--- config.mk ---
export PLATFORM = sky130hd
export DESIGN_NAME = stepping_reverse
export DESIGN_NICKNAME = d
export VERILOG_FILES = /design/src/rtl/stepping_reverse.sv
export SDC_FILE = /design/constraint.sdc
export NUM_CORES = 1
export LEC_CHECK = 0
export ABC_AREA = 1
export CORE_MARGIN = 2
export CORE_UTILIZATION = 52
export DETAILED_ROUTE_END_ITERATION = 10
export PLACE_DENSITY = 0.94
export SYNTH_ARGS = -nofsm -noshare
export SYNTH_HDL_FRONTEND = slang
export SYNTH_SLANG_ARGS = --single-unit
--- constraint.sdc ---
create_clock -name clk -period 5.8 [get_ports clk]
set_clock_uncertainty 0.1 [all_clocks]
set_input_delay 1.16 -clock clk [delete_from_list [all_inputs] [get_ports clk]]
set_output_delay 1.16 -clock clk [all_outputs]
set_load 0.05 [all_outputs]
--- src/rtl/stepping_reverse.sv ---
// stepping_reverse: rewinds Enigma rotor positions one keypress per cycle,
// undoing the forward stepping kernel including the middle-rotor double-step.
//
// Ports:
//   clk, reset                : clock, synchronous active-high reset
//   start                     : load request, honoured only in IDLE
//   init_rotor_position_0..2  : slow/middle/fast positions to load
//   rotor_turnover_1/2        : middle/fast turnover notches (stable while busy)
//   num_steps                 : keypresses to undo
//   rotor_position_0..2       : registered slow/middle/fast positions
//   steps_left                : remaining reverse steps
//   busy                      : high while a rewind is in progress
//   done                      : one-cycle pulse when the rewind completes
//   step_err                  : sticky forward-recheck inconsistency flag
//
// Optional feature: define STEPPING_REVERSE_VERIFY_EN to re-run the forward
// kernel on every predecessor and flag any state that does not map back.
// Without it step_err is constant 0.

module stepping_reverse #(
    parameter int COUNT_W = 16
) (
    input  logic               clk,
    input  logic               reset,
    input  logic               start,
    input  logic [4:0]         init_rotor_position_0,
    input  logic [4:0]         init_rotor_position_1,
    input  logic [4:0]         init_rotor_position_2,
    input  logic [4:0]         rotor_turnover_1,
    input  logic [4:0]         rotor_turnover_2,
    input  logic [COUNT_W-1:0] num_steps,
    output logic [4:0]         rotor_position_0,
    output logic [4:0]         rotor_position_1,
    output logic [4:0]         rotor_position_2,
    output logic [COUNT_W-1:0] steps_left,
    output logic               busy,
    output logic               done,
    output logic               step_err
);

    typedef enum logic [0:0] {
        S_IDLE = 1'b0,
        S_RUN  = 1'b1
    } state_t;

    // Decrement modulo 26. Out-of-range inputs fold to 25 so the
    // rewind can never produce a position above 25.
    function automatic logic [4:0] dec26(input logic [4:0] x);
        if (x == 5'd0 || x > 5'd25) begin
            return 5'd25;
        end
        return x - 5'd1;
    endfunction

    state_t             state_q, state_d;
    logic [4:0]         pos0_q, pos0_d;
    logic [4:0]         pos1_q, pos1_d;
    logic [4:0]         pos2_q, pos2_d;
    logic [COUNT_W-1:0] steps_q, steps_d;
    logic               busy_q, busy_d;
    logic               done_q, done_d;

    // Predecessor of the current position triple.
    logic [4:0] prev0, prev1, prev2;
    logic [4:0] q1_dec, p2_dec;

    always_comb begin
        prev2  = dec26(pos2_q);
        q1_dec = dec26(pos1_q);
        p2_dec = dec26(prev2);
        prev1  = pos1_q;
        prev0  = pos0_q;
        if (prev2 == rotor_turnover_2) begin
            // Fast rotor was on its notch: the middle rotor stepped.
            prev1 = q1_dec;
            prev0 = (q1_dec == rotor_turnover_1) ? dec26(pos0_q) : pos0_q;
        end else if (q1_dec == rotor_turnover_1 &&
                     p2_dec == rotor_turnover_2) begin
            // Undo the double-step: middle sat on its own notch one
            // keypress after the fast rotor carried it there.
            prev1 = rotor_turnover_1;
            prev0 = dec26(pos0_q);
        end
    end

`ifdef STEPPING_REVERSE_VERIFY_EN
    function automatic logic [4:0] inc26(input logic [4:0] x);
        return (x >= 5'd25) ? 5'd0 : x + 5'd1;
    endfunction

    logic       err_q, err_d;
    logic [4:0] fwd0, fwd1, fwd2;
    logic       fwd_mismatch;

    // Forward kernel on the predecessor; middle advances one place
    // even when both its own notch and the fast notch are hit.
    always_comb begin
        fwd2 = inc26(prev2);
        fwd1 = prev1;
        fwd0 = prev0;
        if (prev1 == rotor_turnover_1 || prev2 == rotor_turnover_2) begin
            fwd1 = inc26(prev1);
        end
        if (prev1 == rotor_turnover_1) begin
            fwd0 = inc26(prev0);
        end
        fwd_mismatch = ({fwd0, fwd1, fwd2} != {pos0_q, pos1_q, pos2_q});
    end
`endif

    always_comb begin
        state_d = state_q;
        pos0_d  = pos0_q;
        pos1_d  = pos1_q;
        pos2_d  = pos2_q;
        steps_d = steps_q;
        busy_d  = busy_q;
        done_d  = 1'b0;
`ifdef STEPPING_REVERSE_VERIFY_EN
        err_d   = err_q;
`endif
        case (state_q)
            S_IDLE: begin
                if (start) begin
                    pos0_d  = init_rotor_position_0;
                    pos1_d  = init_rotor_position_1;
                    pos2_d  = init_rotor_position_2;
                    steps_d = num_steps;
                    busy_d  = 1'b1;
                    state_d = S_RUN;
`ifdef STEPPING_REVERSE_VERIFY_EN
                    err_d   = 1'b0;
`endif
                end
            end
            S_RUN: begin
                if (steps_q == '0) begin
                    busy_d  = 1'b0;
                    done_d  = 1'b1;
                    state_d = S_IDLE;
                end else begin
                    pos0_d  = prev0;
                    pos1_d  = prev1;
                    pos2_d  = prev2;
                    steps_d = steps_q - 1'b1;
`ifdef STEPPING_REVERSE_VERIFY_EN
                    if (fwd_mismatch) begin
                        err_d = 1'b1;
                    end
`endif
                end
            end
            default: begin
                state_d = S_IDLE;
            end
        endcase
    end

    always_ff @(posedge clk) begin
        if (reset) begin
            state_q <= S_IDLE;
            pos0_q  <= '0;
            pos1_q  <= '0;
            pos2_q  <= '0;
            steps_q <= '0;
            busy_q  <= 1'b0;
            done_q  <= 1'b0;
`ifdef STEPPING_REVERSE_VERIFY_EN
            err_q   <= 1'b0;
`endif
        end else begin
            state_q <= state_d;
            pos0_q  <= pos0_d;
            pos1_q  <= pos1_d;
            pos2_q  <= pos2_d;
            steps_q <= steps_d;
            busy_q  <= busy_d;
            done_q  <= done_d;
`ifdef STEPPING_REVERSE_VERIFY_EN
            err_q   <= err_d;
`endif
        end
    end

    assign rotor_position_0 = pos0_q;
    assign rotor_position_1 = pos1_q;
    assign rotor_position_2 = pos2_q;
    assign steps_left       = steps_q;
    assign busy             = busy_q;
    assign done             = done_q;
`ifdef STEPPING_REVERSE_VERIFY_EN
    assign step_err         = err_q;
`else
    assign step_err         = 1'b0;
`endif

endmodule

; ---- Word-level counts from Yosys, hierarchy flattened
; Index checks and enable logic that the tools add are counted.
[classes]
reduce_logical = 15
n_bitwise = 1
muxes = 40
eq_ne = 8
magnitude_cmp = 4
n_addsub = 5
[ops]
columns = operator, count
row1 = two-way mux 5 bit, 20
row2 = two-way mux 16 bit, 2
row3 = one-hot mux 16 bit (2 select lines), 1
row4 = one-hot mux 5 bit (2 select lines), 3
row5 = "> comparator 5 bit, second input constant", 4
row6 = logical NOT 5 bit, 4
row7 = "subtractor 5 x 1 -> 5 bit, second input constant", 4
row8 = logical NOT 16 bit, 1
row9 = "subtractor 16 x 1 -> 16 bit, second input constant", 1
row10 = == test 5 bit, 3
row11 = two-way mux 1 bit, 12
row12 = logical OR 1 bit, 4
row13 = "!= test 2 bit, second input constant", 2
row14 = one-hot mux 1 bit (2 select lines), 2
row15 = AND reduction 2 bit, 2
row16 = AND reduction 4 bit, 1
row17 = "!= test 3 x 1 -> 1 bit, second input constant", 1
row18 = "!= test 3 x 2 -> 1 bit, second input constant", 1
row19 = AND reduction 3 bit, 1
row20 = "!= test 2 x 1 -> 1 bit, second input constant", 1
row21 = OR reduction 2 bit, 1
row22 = logical AND 1 bit, 1
row23 = NOT 1 bit, 1
[word_totals]
out_inout_bits = 34
elab_cells = 80
register_bits = 34
inputBits = 44

; ---- Depth between registers and ports, before layout
[logic_depth]
ltp_word = 17
depth_mapped = 22
mapped_depth_nobuf = 22

; ---- Least setup slack after synthesis
; Ideal clock, no wire load.
[synth_timing]
path_type = register to register
startpoint = reg pos2_q[0] (netlist: rotor_position_2[0])
endpoint = reg pos1_q[2] (netlist: rotor_position_1[2])
path_slack_ns = 2.798
required_ns = 5.585
setup_time_ns = 0.115
path_stages_with_launch = 18
path_buffers = 0
arrival_time_ns = 2.787
synth_period_minus_slack_ns = 3.002
path_cell_list = dfxtp_1 -> inv_2 -> ha_1 -> nand3_4 -> nand2_2 -> nor2_1 -> inv_1 -> ha_1 -> nand4_4 -> nand3_1 -> nand2_1 -> nand3_1 -> nor2_2 -> nand3_2 -> a21oi_4 -> nand2_1 -> nand2_1 -> nor2_1
[synth_via]
elab_chain_cells = 12
elab_cells_between_ends = 20
cone_classes = add/sub (2) / order compare (2) / eq/ne (3) / mux (7) / reduce/logical (6)
[synth_rtl]
columns = element, line
row1 = from (decl), 58  ; logic [4:0] pos2_q, pos2_d;
row2 = from (signal assigned), 175  ; pos2_q <= pos2_d;
row3 = > comparator 5 bit or logical NOT 5 bit (tied branches), 49  ; if (x == 5'd0 || x > 5'd25) begin
row4 = logical OR 1 bit, 49
row5 = two-way mux 1 bit, 49
row6 = two-way mux 5 bit *, 52  ; return x - 5'd1;
row7 = > comparator 5 bit or logical NOT 5 bit (tied branches), 49
row8 = logical OR 1 bit, 49
row9 = two-way mux 1 bit, 49
row10 = two-way mux 5 bit, 52
row11 = == test 5 bit, 78  ; p2_dec == rotor_turnover_2) begin
row12 = logical AND 1 bit, 77  ; end else if (q1_dec == rotor_turnover_1 &&
row13 = != test 3 x 1 -> 1 bit (no source line), n/a
row14 = AND reduction 3 bit (no source line), n/a
row15 = to (signal assigned), 174  ; pos1_q <= pos1_d;
row16 = to (decl), 57  ; logic [4:0] pos1_q, pos1_d;
; Every way passes the cells marked *; elsewhere a longest branch is shown, timed or not. The select of a mux whose other input is x is not followed.
; A chain may end at the register's enable or synchronous reset.

; ---- Final worst setup path
[layout_timing]
startpoint = reg pos2_q[0] (netlist: rotor_position_2[0])
endpoint = reg pos1_q[4] (netlist: rotor_position_1[4])
; Same word-level chain as after synthesis.

==> results_dict.tcl <==
set metrics [dict create \
    cts_tree "yes" \
    hold_viol 0 \
    syn_nets 480 \
    end_kind "flop" \
    status "finished, final reports clean" \
    wl_per_cell_um 13.26 \
    synth_edf_count 0 \
    die_w_um 77.02 \
    ctsHtreeMaxLevel 2 \
    routed-wl-met3_um 563 \
    utilization 0.7072 \
    timing.rr.end "rotor_position_1[4]" \
    path_cells "inv_2 -> ha_1 -> nand3_4 -> nand2_2 -> nor2_1 -> inv_1 -> ha_1 -> xnor2_1 -> nand3_1 -> nand2_1 -> inv_1 -> nor2_2 -> nand3_2 -> a21oi_4 -> nand2_1 -> nand2_1 -> nor2_1" \
    pwr_density_cell_mw_per_mm2 263.5 \
    drc 0 \
    totalWireLength_um 7517 \
    post_cts_buffers 0 \
    ys_types 41 \
    fp-row-count 26 \
    num_vias 3082 \
    tightest_slew_ns 0.9859 \
    highest_layer "met4" \
    leakage_uw 0.001578 \
    multi_input_area_mm2 0.001804 \
    cap_viol_max_count 0 \
    crit_arrival_ns 3.20 \
    fin_crit_ns 3.110 \
    hold_path.startpoint "busy" \
    crit_fanout 10 \
    relSlewSlack 0.3420 \
    fin_setup_tns_ns 0 \
    clock_sinks 34 \
    synthToLayoutAreaGrowth_pct 31.09 \
    hold_path_class "flop to flop" \
    dp_cells 559 \
    ios 78 \
    wl_met1_um 3091 \
    cp_top_family "simple AND/OR/NAND/NOR gates" \
    post-dp-hpwl_um 5524 \
    required_ns 5.89 \
    crit_top_cell "nand2_1" \
    ant_nets 0 \
    nets 549 \
    timing.hold.ws_ns 0.3972 \
    path_buf_inv 3 \
    ys.flop_type "dfxtp_1" \
    crit_slowest_cell "dfxtp_1" \
    post_cts_resized 0 \
    seq_area_um2 680.7 \
    grt_max_degree 33 \
    worst-setup-path-type "flop to flop" \
    whs_path_depth 2 \
    rsz0062_at_grt "false" \
    core-area_mm2 0.005140 \
    synth_top_area_frac 0.2455 \
    chipHeight_um 77.02 \
    reg2regPathDepth 17 \
    n_antenna_cell 0 \
    cts-root-buf "clkbuf_8" \
    drt_iter0_markers 220 \
    rr_startpoint "rotor_position_2[0]" \
    ys_ff_latch 34 \
    power.total_uw 957.8 \
    cts-hold-fix-buffers 0 \
    cpPeakStageDelay_ns 0.47 \
    r2r_slack_ns 2.69 \
    numCtsBuffers 5 \
    dr.pass1.iters 6 \
    finalCritPeriodShare 0.5363 \
    setup_viol 0 \
    clk_latency_ns 0.29 \
    wl_met2_um 3775 \
    grt_pass1_vias 2994 \
    fmax_mhz 321.5 \
    yosys.area.top_type "dfxtp_1" \
    clkTransAtPathRegs_ns 0.07 \
    postSynthAreaPerCell_um2 6.493 \
    netlist_instances 427 \
    antenna_found_initial 0 \
    die-area_mm2 0.005932 \
    async_reset_ff_frac 0 \
    grtUsageTotal 0.2600 \
    synth_warnings 0 \
    cp.depth 17 \
    initial_core_util 0.5394 \
    start_kind "flop" \
    gp_congestion 0.8878 \
    grt_pass1_wl_um 12900 \
    port-buffer-count 76 \
    overflow 0 \
    synthesis.area_mm2 0.002773 \
    nFillCells 410 \
    min_to "busy" \
    final_layout_size_suffix_gt1_frac 0.1187 \
    peakVddDrop_uv 165.4 \
    synth_area_leaders "dfxtp_1 25%, nand2_1 12%, inv_1 6.4%" \
    synth-seq-area-share 0.2455 \
    routed_via_density 5.436 \
    maxSlewViolCount 0 \
    cts_buffer_depth 2 \
    fin_cells 567 \
]
power breakdown:
group          internal (uW)  switching, uW
sequential               259           35.6
combinational            173            306
clock                   95.8           88.3
cells in the final DEF (no fill, tap or decap), types with 10 or more instances in the layout:
cell type / count
nor2_2: 12
inv_1: 47
nand2_1: 92
nand2_2: 10
clkdlybuf4s50_1: 76
a31oi_1: 11
a21oi_1: 30
dfxtp_1: 34
o21ai_0: 33
nor2_1: 47
nand3_1: 20
worst max path at each step:
stage,start,endpoint,slack [ns]
floorplan,rotor_position_2[0],rotor_position_1[2],2.80
CTS,rotor_position_2[0],rotor_position_1[4],2.72
finish,rotor_position_2[0],rotor_position_1[4],2.69
global placement,start,rotor_position_0[0],2.67
detailed placement,start,steps_left[11],2.58
global route,rotor_position_2[0],rotor_position_1[4],2.41
per-stage QoR:
stage | worst slack (ns) | cell area [um^2]
floorplan | 2.798 | 2773
global placement | 2.673 | 3543
detailed placement | 2.583 | 3543
CTS | 2.718 | 3635
global route | 2.406 | 3635
finish | 2.690 | 3635
worst register-to-register path, cell delays in order, from the launching register on:
cell     delay (ns)
dfxtp_1        0.47
inv_2          0.10
ha_1           0.28
nand3_4        0.17
nand2_2        0.09
nor2_1         0.23
inv_1          0.11
ha_1           0.26
xnor2_1        0.23
nand3_1        0.11
nand2_1        0.06
inv_1          0.04
nor2_2         0.11
nand3_2        0.13
a21oi_4        0.28
nand2_1        0.10
nand2_1        0.07
nor2_1         0.05
synth_stat cells (2+ instances only):
| cell type | instances |
|---|---|
| xnor2_1 | 4 |
| a31oi_1 | 11 |
| inv_1 | 47 |
| a21oi_1 | 30 |
| nor2_2 | 12 |
| inv_2 | 7 |
| dfxtp_1 | 34 |
| xor2_1 | 9 |
| buf_6 | 2 |
| o31ai_1 | 2 |
| nand3_4 | 4 |
| buf_2 | 2 |
| nor2_1 | 47 |
| buf_4 | 3 |
| o21ai_0 | 33 |
| o21ai_1 | 2 |
| nand2_2 | 10 |
| nor3_1 | 5 |
| clkbuf_1 | 8 |
| nand2_1 | 92 |
| o21ai_2 | 3 |
| nand3_1 | 20 |
| o211ai_1 | 2 |
| nand2_4 | 2 |
| nand4_1 | 7 |
| nand3_2 | 6 |
| ha_1 | 9 |
kinds of logic (layout without fill, tap and decap cells):
kind of cell | after synthesis | in the layout | share of synthesized area
simple gates | 213 | 213 | 0.3885
compound gates | 88 | 88 | 0.1792
buf+inv | 69 | 139 | 0.1038
flops | 34 | 34 | 0.2455
xor+xnor | 13 | 13 | 0.04107
fa+ha+maj | 9 | 9 | 0.04061
other cells | 1 | 1 | 0.001352
state kept, by name, indices dropped and copies added, names as in the netlist:
register	count
busy	1
rotor_position_1	5
rotor_position_2	5
state_q	1
done	1
rotor_position_0	5
steps_left	16
routing by layer:
metal	vias to the layer above	GRT usage
met5	-	0
met4	0	0.07143
met3	10	0.05529
met2	138	0.4596
met1	1408	0.3186
li1	1526	-
layout make-up:
type	count	area share
flip-flops and latches	34	0.1873
clock inverters	1	0.001377
multi-input cells	324	0.4964
inverters	54	0.05577
repair buffers	77	0.2114
well taps	70	0.02410
clock buffers	7	0.02375
Power figures use the tool's default switching activity.
